`src/rtl/jk_bank_sequencer.sv`:
```
// jk_bank_sequencer: FSM driving the J/K inputs of an external flip-flop bank
// to count it up/down to a limit, load it, or zero it.
module jk_bank_sequencer #(
    parameter int WIDTH = 4
) (
    input  logic             clk,
    input  logic             clear,
    input  logic             start,
    input  logic [1:0]       mode,
    input  logic [WIDTH-1:0] load_val,
    input  logic [WIDTH-1:0] limit,
    input  logic             stop,
    input  logic [WIDTH-1:0] q_fb,
    output logic [WIDTH-1:0] j,
    output logic [WIDTH-1:0] k,
    output logic             busy,
    output logic             done,
    output logic [WIDTH:0]   steps
);
    typedef enum logic [2:0] {IDLE, RUN, LOAD, ZERO, DONE} state_t;
    state_t           state_q, state_d;
    logic [1:0]       mode_q, mode_d;
    logic [WIDTH-1:0] load_q, load_d, limit_q, limit_d, tog;
    logic [WIDTH:0]   steps_q, steps_d;
    logic             busy_q, busy_d, done_q, done_d, carry;
    // bit i toggles when every lower bit is 1 (up) or 0 (down, mode_q[0]=1)
    always_comb begin
        carry = 1'b1;
        tog = '0;
        for (int i = 0; i < WIDTH; i++) begin
            tog[i] = carry;
            carry = carry & (q_fb[i] ^ mode_q[0]);
        end
    end
    always_comb begin
        state_d = state_q;
        mode_d = mode_q;
        load_d = load_q;
        limit_d = limit_q;
        steps_d = steps_q;
        j = '0;
        k = '0;
        case (state_q)
            IDLE: if (start) begin
                mode_d = mode;
                load_d = load_val;
                limit_d = limit;
                steps_d = '0;
                state_d = mode[1] ? (mode[0] ? ZERO : LOAD) : RUN;
            end
            RUN: if (q_fb == limit_q || stop) begin
                state_d = DONE;
            end else begin
                j = tog;
                k = tog;
                steps_d = steps_q + (WIDTH+1)'(1);
            end
            LOAD: begin
                j = load_q;
                k = ~load_q;
                state_d = DONE;
            end
            ZERO: begin
                k = '1;
                state_d = DONE;
            end
            default: state_d = IDLE;
        endcase
        busy_d = state_d != IDLE;
        done_d = state_d == DONE;
    end
    always_ff @(posedge clk) begin
        if (clear) begin
            state_q <= IDLE;
            mode_q <= '0;
            load_q <= '0;
            limit_q <= '0;
            steps_q <= '0;
            busy_q <= 1'b0;
            done_q <= 1'b0;
        end else begin
            state_q <= state_d;
            mode_q <= mode_d;
            load_q <= load_d;
            limit_q <= limit_d;
            steps_q <= steps_d;
            busy_q <= busy_d;
            done_q <= done_d;
        end
    end
    assign busy = busy_q;
    assign done = done_q;
    assign steps = steps_q;
endmodule

```
`config.mk`:
```
export PLATFORM = sky130hd
export DESIGN_NAME = jk_bank_sequencer
export DESIGN_NICKNAME = d
export VERILOG_FILES = /design/src/rtl/jk_bank_sequencer.sv
export SDC_FILE = /design/constraint.sdc
export NUM_CORES = 1
export LEC_CHECK = 0
export BUFFER_PORTS_ARGS = -buffer_cell sky130_fd_sc_hd__buf_2
export CAP_MARGIN = 0
export CORE_AREA = 2 2 53 55
export CTS_CLUSTER_DIAMETER = 100
export DETAILED_ROUTE_END_ITERATION = 10
export DIE_AREA = 0 0 55 57
export SYNTH_ARGS = -nofsm -noshare
export SYNTH_HDL_FRONTEND = slang
export SYNTH_SLANG_ARGS = --single-unit
export TNS_END_PERCENT = 1
```
`constraint.sdc`:
```
create_clock -name clk -period 3.47 [get_ports clk]
set_input_delay 0.8675 -clock clk [delete_from_list [all_inputs] [get_ports clk]]
set_output_delay 0.8675 -clock clk [all_outputs]
set_load 0.01 [all_outputs]
```
==> results.yml <==
status:
  status: "finished clean"
placed_design:
  gp_congestion: 0.7125
  place_area_sq_um: 1156
  post-dp-hpwl_um: 1641
  dp_worst_setup_slack_ns: 0.4977
  portBuffers: 32
  dp.cells: 178
synth:
  syn-num-nets: 138
  syn-cell-area_sq_um: 973.4
  yosysSeqAreaShare: 0.3907
  ys_seq_elements: 19
  syn_avg_cell_area_sq_um: 8.180
  synth_flop_cell: "dfxtp_1"
  synthCells: 119
  synthArstFlopShare: 0
  synth_cell_type_count: 33
  synthDominantCellAreaShare: 0.3907
  synth-edff-count: 0
  ys_top_cells_by_area: "dfxtp_1 39%, nand2_1 9.3%, a21oi_1 8.2%"
  yosysTopAreaCell: "dfxtp_1"
  yosys_warnings: 0
floorplanning:
  die-area_sq_um: 3135
  dieWidth_um: 55
  die_y_um: 57
  io_pins: 33
  num_rows: 19
  core_area_sq_um: 2615
  initial_core_util: 0.3722
global_route:
  grt_pass1_vias: 920
  antenna_found_initial: 0
  grt_max_degree: 20
  track_usage: 0.1621
  overflow: 0
  grt_pass1_wl_um: 3808
worst_setup_path:
  required_ns: 2.60
  endpoint_kind: "output port"
  slowest_delay_ns: 0.57
  crit_fanout: 9
  crit_path_start_kind: "primary input"
  cp_cell_sequence: "buf_2 > xor2_1 > o41ai_4 > a21o_2 > o21ai_0 > buf_2"
  path_class: "primary input to output port"
  crit_family: "compound AO/OA/AOI/OAI gates"
  arrival_ns: 2.09
  slowest_stage: "o41ai_4"
  path_buf_inv: 2
  crit_top_cell: "buf_2"
  reg2reg_slack_ns: 1.60
route:
  drt-pass1-iter-count: 4
  drt_iter0_markers: 15
  routed_wirelength_um: 2220
  postRouteAntennaNets: 0
  viasPerCell: 5.286
  route.detailed.wl_per_inst_um: 12.20
  detailroute.via_count: 962
  drc_errors: 0
power_and_ir_drop:
  power.total_uw: 440.9
  vdd_drop_max_v: 0.0003189
  power.leakage_nw: 0.5042
  power_density_nw_per_um2: 372.9
timing:
  finalClockSkew_ns: 0.001902
  fin_ws_ns: 0.5100
  worst_pin_slew_ns: 0.4946
  report.final.setup_viol: 0
  period_minus_slack_ns: 2.960
  min_period_over_period: 0.8530
  maxSlewHeadroom: 0.6691
  clock.fmax_ghz: 0.3378
  timing.final.hold_violations: 0
  whs_ns: 0.4734
  tns_ns: 0
  drv_slew: 0
  rsz0062_at_grt: "no"
clock_network:
  ctsLongestPathBuffers: 2
  clock_sink_count: 19
  numCtsBuffers: 3
  ctsHoldBuffers: 0
  insertion_delay_ns: 0.30
  postCtsSetupBuffers: 0
  h-tree-depth: 1
  ctsResizeCount: 0
  cts_tree: "built"
  root_buffer: "clkbuf_4"
  path_clk_slew_ns: 0.11
cells_and_area:
  syn_to_final_growth_pct: 21.46
  final_common_cell: "buf_2"
  finish.utilization: 0.4522
  nNetsFinal: 171
  drive_above_1_share: 0.2914
  final_cell_mix: "32 x buf_2, 24 x nand2_1, 19 x dfxtp_1, 16 x a21oi_1"
  fin_area_sq_um: 1182
  final_cells: 182
  diodes: 0
run:
  drv_cap: 0
worst_hold_path:
  hold_path.class: "flip-flop to flip-flop"
registers in the layout (all words and copies together) (netlist names):
signal and count:
steps 5, limit_q 4, load_q 4, state_q 3
busy 1, done 1, mode_q 1
cell families (layout without fill, tap and decap cells):
family | count (synthesis) | in the layout | share of synthesized area
simple gates | 54 | 54 | 0.3020
xor+xnor | 5 | 5 | 0.05271
compound gates | 31 | 31 | 0.1980
flops | 19 | 19 | 0.3907
fa+ha+maj | 1 | 1 | 0.01285
buf+inv | 9 | 41 | 0.04369
path summary, 6_finish.rpt:
check | startpoint | end | cells past startpoint
setup / recovery | q_fb[3] | j[3] | 6
hold / removal | limit_q[0] | limit_q[0] | 2
setup reg to reg | state_q[0] | steps[3] | 5
hold reg to reg | limit_q[0] | limit_q[0] | 2
cells in the mapped netlist (2+ instances only):
master	instances
nand2_1	24
dfxtp_1	19
a21oi_1	16
nand3_1	6
o21ai_0	6
nor2_1	4
nor2b_1	4
or3_1	4
a31oi_1	3
clkbuf_1	3
inv_1	3
xor2_1	3
nand2b_1	2
nand4_1	2
o22ai_1	2
layout make-up:
cell class              instances  area, sq um
repair buffers                 34        175.2
well taps                      31        38.79
multi-input cells              91        550.5
fillers                       290         1433
inverters                       3        11.26
flip-flops and latches         19        380.4
clock buffers                   4        26.28
report_power, final:
group | internal [mW] | switching, mW
combinational | 0.0355 | 0.0489
clock | 0.0448 | 0.0696
sequential | 0.230 | 0.0119
total | 0.310 | 0.130
worst register-to-register path: stages, from the launching register on:
cell     delay, ns
dfxtp_1       0.58
nor4b_4       0.32
o41ai_4       0.18
buf_4         0.20
or3_1         0.35
a31oi_1       0.16
layer usage:
layer	track usage	vias up	wire length (um)
met5	0	-	0
met4	0.03833	0	38
met3	0.06545	4	152
met2	0.2738	30	1066
met1	0.1878	443	964
li1	-	485	-
No activity file was read; power rests on OpenSTA's default activity.
